===== config.mk =====
export PLATFORM = sky130hd
export DESIGN_NAME = digit_chain_counter
export DESIGN_NICKNAME = d
export VERILOG_FILES = /design/src/rtl/digit_chain_counter.sv
export SDC_FILE = /design/constraint.sdc
export NUM_CORES = 1
export LEC_CHECK = 0
export CAP_MARGIN = 20
export CORE_MARGIN = 2
export CORE_UTILIZATION = 50
export CTS_BUF_LIST = sky130_fd_sc_hd__clkbuf_8
export DETAILED_ROUTE_END_ITERATION = 10
export GPL_TIMING_DRIVEN = 0
export PLACE_DENSITY = 0.95
export REMOVE_ABC_BUFFERS = 1
export SETUP_SLACK_MARGIN = 0.3
export SYNTH_ARGS = -nofsm -noshare
export SYNTH_HDL_FRONTEND = slang
export SYNTH_SLANG_ARGS = --single-unit

===== constraint.sdc =====
create_clock -name i_clk -period 7.4 [get_ports i_clk]
set_input_delay 1.85 -clock i_clk [delete_from_list [all_inputs] [get_ports i_clk]]
set_output_delay 1.85 -clock i_clk [all_outputs]
set_load 0.05 [all_outputs]

===== src/rtl/digit_chain_counter.sv =====
// digit_chain_counter: cascaded DIGITS-wide counter with per-digit limits,
// up/down direction, parallel load and an idle/run/pause/done controller.
// All outputs are taken directly from registers.
module digit_chain_counter #(
   parameter int DIGITS = 4,
   parameter int WIDTH  = 4
) (
   input  logic                      i_clk,
   input  logic                      i_rst_n,
   input  logic                      i_tick,
   input  logic                      i_dir,
   input  logic                      i_start,
   input  logic                      i_pause,
   input  logic                      i_load,
   input  logic                      i_one_shot,
   input  logic [DIGITS*WIDTH-1:0]   i_init_value,
   input  logic [DIGITS*WIDTH-1:0]   i_load_value,
   input  logic [DIGITS*WIDTH-1:0]   i_limit,
   output logic [DIGITS*WIDTH-1:0]   o_value,
   output logic                      o_carry,
   output logic                      o_borrow,
   output logic                      o_running,
   output logic                      o_done
);

   localparam int VW = DIGITS * WIDTH;

   localparam logic [1:0] ST_IDLE  = 2'd0;
   localparam logic [1:0] ST_RUN   = 2'd1;
   localparam logic [1:0] ST_PAUSE = 2'd2;
   localparam logic [1:0] ST_DONE  = 2'd3;

   logic [VW-1:0] r_value;
   logic [1:0]    r_state;
   logic          r_carry;
   logic          r_borrow;
   logic          r_running;
   logic          r_done;

   logic [VW-1:0] w_up_value;
   logic [VW-1:0] w_dn_value;
   logic          w_up_term;
   logic          w_dn_term;
   logic [VW-1:0] w_next_value;
   logic [1:0]    w_next_state;
   logic          w_next_carry;
   logic          w_next_borrow;

   // Ripple the step enable through the digits for both directions; a digit
   // steps only when every lower digit is at its wrap point.
   always_comb begin : chain
      logic             up_en;
      logic             dn_en;
      logic [WIDTH-1:0] d;
      logic [WIDTH-1:0] l;
      up_en      = 1'b1;
      dn_en      = 1'b1;
      d          = '0;
      l          = '0;
      w_up_value = r_value;
      w_dn_value = r_value;
      for (int unsigned i = 0; i < DIGITS; i++) begin
         d = r_value[i*WIDTH +: WIDTH];
         l = i_limit[i*WIDTH +: WIDTH];
         // A digit above its limit is treated as at-limit when counting up.
         if (up_en)
            w_up_value[i*WIDTH +: WIDTH] = (d >= l) ? '0 : d + 1'b1;
         if (dn_en)
            w_dn_value[i*WIDTH +: WIDTH] = (d == '0) ? l : d - 1'b1;
         up_en = up_en && (d >= l);
         dn_en = dn_en && (d == '0);
      end
      w_up_term = up_en;
      w_dn_term = dn_en;
   end

   // Next-state decode: load, then start/pause, then tick (only in RUN).
   always_comb begin
      w_next_value  = r_value;
      w_next_state  = r_state;
      w_next_carry  = 1'b0;
      w_next_borrow = 1'b0;
      if (i_load) begin
         w_next_value = i_load_value;
         w_next_state = ST_IDLE;
      end else if (i_start && i_pause) begin
         w_next_state = r_state;
      end else if (i_start) begin
         if (r_state == ST_DONE)
            w_next_value = i_init_value;
         w_next_state = ST_RUN;
      end else if (i_pause) begin
         if (r_state == ST_RUN)
            w_next_state = ST_PAUSE;
      end else if (i_tick && (r_state == ST_RUN)) begin
         if (i_dir) begin
            if (w_up_term) begin
               w_next_carry = 1'b1;
               if (i_one_shot)
                  w_next_state = ST_DONE;
               else
                  w_next_value = w_up_value;
            end else begin
               w_next_value = w_up_value;
            end
         end else begin
            if (w_dn_term) begin
               w_next_borrow = 1'b1;
               if (i_one_shot)
                  w_next_state = ST_DONE;
               else
                  w_next_value = w_dn_value;
            end else begin
               w_next_value = w_dn_value;
            end
         end
      end
   end

   // State, value and flag registers; running/done are registered from the
   // next state so they are clean register outputs.
   always_ff @(posedge i_clk) begin
      if (!i_rst_n) begin
         r_value   <= i_init_value;
         r_state   <= ST_IDLE;
         r_carry   <= 1'b0;
         r_borrow  <= 1'b0;
         r_running <= 1'b0;
         r_done    <= 1'b0;
      end else begin
         r_value   <= w_next_value;
         r_state   <= w_next_state;
         r_carry   <= w_next_carry;
         r_borrow  <= w_next_borrow;
         r_running <= (w_next_state == ST_RUN);
         r_done    <= (w_next_state == ST_DONE);
      end
   end

   assign o_value   = r_value;
   assign o_carry   = r_carry;
   assign o_borrow  = r_borrow;
   assign o_running = r_running;
   assign o_done    = r_done;

endmodule


==> summary.md, run 1 <==
| Metric | Value |
|---|---|
| Total of max-cap violations | 0 |
| CTS tree | yes |
| Vias in the first global route | 2422 |
| Crit. End Element | register |
| Syn Inst Count | just under 300 |
| Startpoint types | input pin |
| CP max stage delay | 500 ps |
| Comb pwr share | 44.8% |
| Cell-internal power | 0.000283 W |
| Period utilization | 58.6% |
| Switching power | 0.000179 W |
| Endpoints failing hold | 0 |
| Die width | between 70 and 80 um |
| Clk pin slew, worst setup/hold paths | roughly 80 ps |
| Seq pwr share | 36.0% |
| Post-Route WL | 6.86 mm |
| Sum of negative setup slack | 0 ps |
| Layout Nets | around 440 |
| Post-synth cell types | 50 |
| Synth Flop Type | edfxtp_1 |
| Post-DP HPWL | approximately 5.3 mm |
| Largest delay share family, worst path | compound AO/OA/AOI/OAI gates |
| H-tree depth | 1 |
| Peak VDD IR | roughly 96 uV |
| Final ANT Viol Nets | 0 |
| Skew final | ~1.9 ps |
| Largest net degree at the start of global routing | 19 |
| Gr usage total | a little over a quarter |
| Synthesized flop and latch total | 22 |
| Critical Path Start | i_limit[2] |
| CP dominant cell by count | a21oi_1 |
| Mapped Area | ~2300 um2 |
| Slew headroom | between 40% and 50% |
| Count of pins over their slew limit | 0 |
| Avg WL per Cell | approximately 17 um |
| Register area share after synthesis | a little over a quarter |
| Layout Utilization | ~71% |
| Clock share of power | roughly a fifth |
| Via-per-instance ratio | approximately 6.3 |
| Vias | roughly 2600 |
| Slowest cell on crit path | clkdlybuf4s50_1 |
| # setup viols final | 0 |
| Initial antenna violation count | 0 |
| CTS buffer count | 3 |
| Buf+Inv Stages, Crit Path | 2 |
| Share of layout cells above drive strength 1 | 2.78% |
| DR iter-0 viols | around 320 |
| Least-Margin Pin Slew | about 770 ps |
| Grt ovf | 0 |
| Skew-Pair Late Insertion Delay | 260 ps |
| Most common cell after layout, fill and taps aside | clkdlybuf4s50_1 |
| CTS Hold Bufs | 0 |
| RSZ-0062 raised after global routing | no |
| Cell Chain, Critical Path | clkdlybuf4s50_1, inv_1, ha_1, o21a_1, nor2_1, a21oi_1, nand3_1, a221o_1, a21oi_1 |
| Die Y | roughly 72 um |
| Pwr Total | 0.000462 W |
| Ports | 76 |
| CP arrival | approximately 4300 ps |
| # DRC | 0 |
| Synth warnings | 0 |
| Ys async rst share | 0% |
| Max Buffers Root-to-Sink | 2 |
| Diode count | 0 |
| Power Density | ~150 nW/um2 |
| Placed Area | a little over 3000 um2 |
| Req. time, crit path | ~7300 ps |
| Worst hold path class | reg2reg |
| Initial core utilization | between 50% and 60% |
| Switching Share | around two fifths |
| Drt pass-1 iters | 5 |
| Critical path type | in2reg |
| GP Congestion | ~0.95 |
| CTS Root Cell | clkbuf_8 |
| Commonest non-fill, non-tap cells in the layout | 75 x clkdlybuf4s50_1, 36 x inv_1, 31 x a21oi_1 |
| Static Leak | roughly 1.2 nW |
| PortBufs | 75 |
| First-pass GRT wire length | between 10 and 15 mm |
| EDFF count, synth | 16 |
| Reg-to-Reg Start | o_value[4]$_DFFE_PP_ |
| Total setup buffers inserted after CTS | 0 |
| Die area | a little over 5000 um2 |
| Period minus WS final | between 4000 and 5000 ps |
| Site Rows | 24 |
| Mean Syn Cell Area | ~7.9 um2 |
| Critical hold path startpoint | r_state[0]$_SDFF_PN0_ |
| CP Max Fanout | 6 |
| Final hold slack | around 550 ps |
| Sink Count | 22 |
| Post-cts gate resize count | 0 |
| Fin area | around 3100 um2 |
| Status | finished, final reports clean |
| Placeable Area | roughly 4400 um2 |
| Synthesis-to-layout area growth | 36.7% |
| Max Clock Freq | about 0.23 GHz |
[worst min-delay path, cell delays in order, from the launching register on]
cell	delay (ps)
dfxtp_1	340
nand4b_1	110
nor2_1	50
[synthesized netlist by cell type (5+ instances only)]
master    instances  area share, %
a21oi_1          31            6.8
dfxtp_1           6            5.3
edfxtp_1         16             21
ha_1             26             14
inv_1            36            5.9
nand2_1          15            2.5
nand3_1          12            2.6
nor2_1           19            3.1
nor2b_1           5            1.4
nor3_1           10            2.2
o21ai_0          24            5.3
o22ai_1           7            1.9
o31ai_1           6            2.0
xnor2_1           5            1.9
[layer usage]
layer  up-vias  track usage [%]  wire [um]
met5         -                0          0
met4         0             6.71        140
met3        17             4.22        557
met2       152             47.3       3420
met1      1195             35.3       2740
li1       1214                -          -
[state kept, by name, indices dropped and copies added, names as in the netlist]
signal     flops
o_done         1
o_running      1
o_borrow       1
o_value       16
r_state        2
o_carry        1
[metrics by stage]
stage               instances  worst slack, ps
floorplan                 281             3760
global placement          408             2870
detailed placement        408             2860
CTS                       412             3120
global route              412             2940
finish                    412             3060
[final cells by class]
cell class | instances | area (um2)
Multi-Input combinational cell | 222 | 1510
Fill cell | 349 | 1270
Timing Repair Buffer | 75 | 751
Sequential cell | 22 | 601
Inverter | 37 | 139
Tap cell | 52 | 65.1
Clock buffer | 4 | 55.1
[worst paths after layout]
path         cells past startpoint                     to  slack, ps
max                              9  o_value[12]$_DFFE_PP_       3060
min                              2    o_borrow$_SDFF_PP0_        550
max reg2reg                      8   o_value[6]$_DFFE_PP_       4550
min reg2reg                      2    o_borrow$_SDFF_PP0_        550
[power by group through the flow]
stage	registers, W	clock network (W)	logic, W
CTS	0.000166	0.0000881	0.000205
detailed placement	0.000169	0	0.000203
global placement	0.000168	0	0.000198
global route	0.000168	0.0000951	0.000225
floorplan	0.000198	0	0.0000905
finish	0.000166	0.0000883	0.000207
[kinds of logic (layout without fill, tap and decap cells)]
group / after synthesis / count (layout) / share of synthesized area, %
multiplexers: 3 / 3 / 1.43
buffers and inverters: 45 / 116 / 7.63
XOR/XNOR: 9 / 9 / 3.46
AO/OA/AOI/OAI: 101 / 101 / 27.4
flip-flops: 22 / 22 / 26.3
AND/OR/NAND/NOR: 83 / 83 / 19.4
adder cells (fa/ha/maj): 26 / 26 / 14.3
Note: power is estimated with default switching activity, not from simulation.
==> run 2: changes to the inputs <==
--- a/config.mk
+++ b/config.mk
@@ -7,11 +7,11 @@
 export LEC_CHECK = 0
 export CAP_MARGIN = 20
 export CORE_MARGIN = 2
-export CORE_UTILIZATION = 50
+export CORE_UTILIZATION = 43
 export CTS_BUF_LIST = sky130_fd_sc_hd__clkbuf_8
 export DETAILED_ROUTE_END_ITERATION = 10
 export GPL_TIMING_DRIVEN = 0
-export PLACE_DENSITY = 0.95
+export PLACE_DENSITY = 0.89
 export REMOVE_ABC_BUFFERS = 1
 export SETUP_SLACK_MARGIN = 0.3
 export SYNTH_ARGS = -nofsm -noshare
==> constraint.sdc (replaced) <==
create_clock -name i_clk -period 3.9 [get_ports i_clk]
set_input_delay 0.975 -clock i_clk [delete_from_list [all_inputs] [get_ports i_clk]]
set_output_delay 0.975 -clock i_clk [all_outputs]
set_load 0.05 [all_outputs]
==> run 2 against run 1 <==
- first-iteration DRC count shrank 31%
- die area grew 15%
- routed wire length grew 2.8%
- hold slack gained 25 ps
- register-to-register slack lost 3500 ps
- clock skew grew 5.7 ps
- global-route usage shrank 3.7 points
- power grew 100%
- design area grew 1.4%
- critical endpoint is now o_value[5]$_DFFE_PP_
- largest cell class unchanged
- highest routed layer unchanged
==> summary.md, run 2 (same netlist as run 1, synthesis figures left out) <==
| Metric | Value |
|---|---|
| Commonest non-fill, non-tap cells in the layout | 75 x clkdlybuf4s50_1, 36 x inv_1, 30 x a21oi_1 |
| # setup viols final | 0 |
| Ports | 76 |
| # DRC | 0 |
| Initial core utilization | roughly 45% |
| Grt ovf | 0 |
| Skew-Pair Late Insertion Delay | 270 ps |
| Register area | approximately 600 um2 |
| Filler cells | 444 |
| Site Rows | 26 |
| Die width | between 70 and 80 um |
| Placeable Area | approximately 5100 um2 |
| Total setup buffers inserted after CTS | 0 |
| Gr usage total | between 20% and 30% |
| Total of max-cap violations | 0 |
| Fin area | about 3200 um2 |
| Sink Count | 22 |
| CTS tree | yes |
| Peak VDD IR | around 310 uV |
| Max Clock Freq | around 0.29 GHz |
| Slowest cell on crit path | a21oi_1 |
| Diode count | 0 |
| Power Density | roughly 290 nW/um2 |
| Startpoint types | input pin |
| Cell Chain, Critical Path | clkdlybuf4s50_1, ha_1, nand2b_1, a2111oi_0, a21oi_1, nand3_1, o22ai_1, a21oi_1 |
| Synthesis-to-layout area growth | 38.5% |
| Final ANT Viol Nets | 0 |
| Post-Route WL | approximately 7.0 mm |
| Share of layout cells above drive strength 1 | under 10% |
| CP dominant cell by count | a21oi_1 |
| Setup ws final | ~440 ps |
| Req. time, crit path | 3800 ps |
| Via-per-instance ratio | about 5.9 |
| Clk pin slew, worst setup/hold paths | around 70 ps |
| Post-DP HPWL | 5.48 mm |
| Layout Nets | about 440 |
| Crit. End Element | register |
| First-pass GRT wire length | approximately 11 mm |
| CTS buffer count | 3 |
| Period minus WS final | around 3500 ps |
| Vias | about 2600 |
| Status | finished, final reports clean |
| Skew final | ~7.6 ps |
| Sum of negative setup slack | 0 ps |
| Static Leak | approximately 1.2 nW |
| Place WS | between 200 and 300 ps |
| DR iter-0 viols | 223 |
| Count of pins over their slew limit | 0 |
| Placed Area | 3080 um2 |
| PortBufs | between 70 and 80 |
| CP arrival | between 3000 and 4000 ps |
| CTS Root Cell | clkbuf_8 |
| GP Congestion | roughly 1 |
| Post-cts gate resize count | 0 |
| Most common cell after layout, fill and taps aside | clkdlybuf4s50_1 |
| Vias in the first global route | ~2400 |
| CP max stage delay | ~450 ps |
| CP Max Fanout | 6 |
| Max FFs per register | 16 |
| Critical path type | in2reg |
| CTS Hold Bufs | 0 |
| Period utilization | roughly nine tenths |
| H-tree depth | 1 |
| Drt pass-1 iters | 7 |
| Die area | ~5900 um2 |
| Slew headroom | between 40% and 50% |
| Least-Margin Pin Slew | between 700 and 800 ps |
| Largest net degree at the start of global routing | 19 |
| Worst hold path class | reg2reg |
| Initial antenna violation count | 0 |
| Endpoints failing hold | 0 |
| Die Y | 76.8 um |
| Avg WL per Cell | about 16 um |
| RSZ-0062 raised after global routing | no |
| Area occupied by multi-input gates | roughly 1500 um2 |
| Max Buffers Root-to-Sink | 2 |
## run 2: metrics by stage
| step | util, % | hold WS (ps) | total power [W] | cells |
|---|---|---|---|---|
| 6_report | 61.8 | 578 | 0.000922 | 430 |
| 5_1_grt | 61.8 | 604 | 0.000970 | 430 |
| 4_1_cts | 61.8 | 570 | 0.000916 | 430 |
| 3_5_place_dp | 60.4 | 555 | 0.000708 | 426 |
| 3_3_place_gp | 60.4 | 534 | 0.000695 | 426 |
| 2_1_floorplan | - | 496 | 0.000548 | 281 |
## run 2: final cells by class
cell class,instances,share of cell area (%)
multi-input combinational,222,47.8
sequential,22,19.0
clock inverter,1,0.951
inverter,37,4.40
tap,70,2.77
timing repair buffer,75,23.8
clock buffer,3,1.31
## run 2: metal layers
layer,vias to the layer above,global-route usage (%),routed length (um)
li1,1208,-,-
met1,1163,29.8,2660
met2,164,40.5,3560
met3,20,3.76,669
met4,0,7.64,151
met5,-,0,0
## run 2: worst paths after layout
kind                               from              endpoint  slack, ps  cells past startpoint
hold / removal    r_state[0]$_SDFF_PN0_   o_borrow$_SDFF_PP0_        580                      2
setup / recovery             i_limit[4]  o_value[5]$_DFFE_PP_        440                      8
setup reg to reg   o_value[4]$_DFFE_PP_  o_value[5]$_DFFE_PP_       1030                      8
hold reg to reg   r_state[0]$_SDFF_PN0_   o_borrow$_SDFF_PP0_        580                      2
## run 2: worst max-delay path, delay by kind of cell
family                     cells  cell delay, ps
AOI/OAI and AO/OA              4            1220
adders and majority gates      1             310
buffers and inverters          1             440
and+or+nand+nor                2             410
## run 2: where the power goes
group | switching, W | total [W] | internal (W)
sequential | 0.0000391 | 0.000316 | 0.000276
combinational | 0.000223 | 0.000394 | 0.000171
clock | 0.0000746 | 0.000212 | 0.000137
total | 0.000337 | 0.000922 | 0.000585
==> run 3: changes to the inputs <==
--- a/config.mk
+++ b/config.mk
@@ -12,7 +12,6 @@
 export DETAILED_ROUTE_END_ITERATION = 10
 export GPL_TIMING_DRIVEN = 0
 export PLACE_DENSITY = 0.89
-export REMOVE_ABC_BUFFERS = 1
 export SETUP_SLACK_MARGIN = 0.3
 export SYNTH_ARGS = -nofsm -noshare
 export SYNTH_HDL_FRONTEND = slang
==> run 3 against run 2 <==
- critical path depth rose by 1
- register-to-register slack got worse by 20 ps
- setup slack got worse by 4.6 ps
- hold slack got worse by 32 ps
- clock power rose by 3%
- routed wire length rose by 0.30%
- first-iteration DRC count fell by 1.8%
- utilization rose by 0.44 points
- non-clock buffer count rose by 6
==> summary.md, run 3 (same netlist as run 1, synthesis figures left out) <==
| Metric | Value |
|---|---|
| Period minus WS final | 3470 ps |
| Vias in the first global route | between 2000 and 2500 |
| Vias | approximately 2500 |
| # DRC | 0 |
| Drt pass-1 iters | 6 |
| Total setup buffers inserted after CTS | 0 |
| Critical hold path startpoint | r_state[0]$_SDFF_PN0_ |
| Endpoints failing hold | 0 |
| Commonest non-fill, non-tap cells in the layout | 73 x clkdlybuf4s50_1, 36 x inv_1, 28 x a21oi_1 |
| Sum of negative setup slack | 0 ps |
| R2R depth | 8 |
| Peak VDD IR | roughly 270 uV |
| Slew headroom | approximately 48% |
| Grt ovf | 0 |
| # setup viols final | 0 |
| Status | finished, final reports clean |
| Final non-filler cell total | 436 |
| CTS buffer count | 3 |
| Clk pin slew, worst setup/hold paths | roughly 90 ps |
| Post-DP HPWL | 5.55 mm |
| Ports | 76 |
| GR Util met3 | 3.06% |
| Filler cells | between 400 and 500 |
| Max Buffers Root-to-Sink | 2 |
| RSZ-0062 raised after global routing | no |
| Initial core utilization | between 40 and 50% |
| Met1 GRT Util | 29.9% |
| Cell Chain, Critical Path | clkdlybuf4s50_1, inv_1, ha_1, o21a_1, nor2_1, a21oi_1, nand3_1, a221o_1, a21oi_1 |
| Placeable Area | 5110 um2 |
| Largest net degree at the start of global routing | 14 |
| Share of layout cells above drive strength 1 | 4.64% |
| Initial antenna violation count | 0 |
| Reg-to-Reg Start | o_value[4]$_DFFE_PP_ |
| Post-Syn Nets | 371 |
| Die width | ~77 um |
| CP Max Fanout | 6 |
| Layout Nets | between 400 and 500 |
| Total of max-cap violations | 0 |
| Max Clock Freq | 0.289 GHz |
| Slowest cell on crit path | clkdlybuf4s50_1 |
| Met2 Use GR | between 40% and 50% |
| Synthesis-to-layout area growth | 39.5% |
| Place WS | approximately 170 ps |
| Skew final | 5.56 ps |
| Die area | between 5000 and 6000 um2 |
| Power Density | 293 nW/um2 |
| PortBufs | 73 |
| CP max stage delay | slightly below 500 ps |
| RR Endpoint | o_value[13]$_DFFE_PP_ |
| Via-per-instance ratio | 5.78 |
| GP Congestion | 0.970 |
| GRT Max-Usage Layer | met2 |
| Post-Route WL | 7.07 mm |
| Gr usage total | a little under a quarter |
| Most common cell after layout, fill and taps aside | clkdlybuf4s50_1 |
| Final hold slack | 546 ps |
| Critical Path Start | i_limit[2] |
| Placed Cells incl. Taps | approximately 430 |
| Least-Margin Pin Slew | just under 800 ps |
| Critical path type | in2reg |
| Avg WL per Cell | 16.2 um |
| Req. time, crit path | 3840 ps |
| CP arrival | 3400 ps |
| CTS tree | yes |
| Worst setup path end | o_value[13]$_DFFE_PP_ |
| First-pass GRT wire length | ~11 mm |
| Site Rows | 26 |
| Sink Count | 22 |
| Max FFs per register | 16 |
| Crit. End Element | register |
| Static Leak | between 1 and 1.5 nW |
| Count of pins over their slew limit | 0 |
| Worst hold path class | reg2reg |
| Diode count | 0 |
| DR iter-0 viols | about 220 |
| Pwr Total | around 0.00093 W |
| Startpoint types | input pin |
| Setup ws final | about 430 ps |
| Period utilization | roughly nine tenths |
| CTS Root Cell | clkbuf_8 |
| Skew-Pair Late Insertion Delay | between 200 and 300 ps |
| Die Y | between 70 and 80 um |
| FF-to-FF setup slack | 1010 ps |
| Final ANT Viol Nets | 0 |
| CP dominant cell by count | a21oi_1 |
| H-tree depth | 1 |
run 3: repair_timing:
item / 4_1_cts / 5_1_grt
setup endpoints to repair: 0 / 12
resized for setup: 0 / 3
hold buffers: 0 / 0
run 3: worst min path at each step:
stage | depth (start not counted) | endpoint
final | 2 | o_borrow$_SDFF_PP0_
after floorplan | 2 | o_borrow$_SDFF_PP0_
after global routing | 2 | o_borrow$_SDFF_PP0_
after detailed placement | 2 | o_borrow$_SDFF_PP0_
after CTS | 2 | o_borrow$_SDFF_PP0_
after global placement | 2 | o_borrow$_SDFF_PP0_
run 3: through the flow:
stage | utilization, % | instance area [um2]
4_1_cts | 62.1 | 3170
2_1_floorplan | - | 2280
6_report | 62.3 | 3180
5_1_grt | 62.3 | 3180
3_5_place_dp | 60.7 | 3100
3_3_place_gp | 60.7 | 3100
run 3: area by class of cell:
class,instances,area (um2),share of cell area (%)
plain buffers,8,35.0,1.10
clock buffers,3,41.3,1.30
clock inverters,1,30.0,0.944
inverters,37,139,4.37
multi-input cells,222,1520,47.7
flip-flops and latches,22,601,18.9
well taps,70,87.6,2.75
repair buffers,73,731,23.0
run 3: critical path, delay by kind of cell:
kind            cells  cell delay (ps)
simple gates        2              330
compound gates      4             1280
buf+inv             2              540
fa+ha+maj           1              270
run 3: metal layers:
metal	vias up	share of wire (%)
li1	1224	-
met2	137	50
met5	-	0
met4	0	0.81
met3	6	8.4
met1	1151	41
run 3: report_power, final:
part	total [W]	leakage (nW)	switching, W	internal [W]
clock network	0.000218	0.0357	0.0000811	0.000137
logic	0.000402	1.01	0.000229	0.000172
registers	0.000311	0.212	0.0000348	0.000276
total	0.000931	1.26	0.000345	0.000586
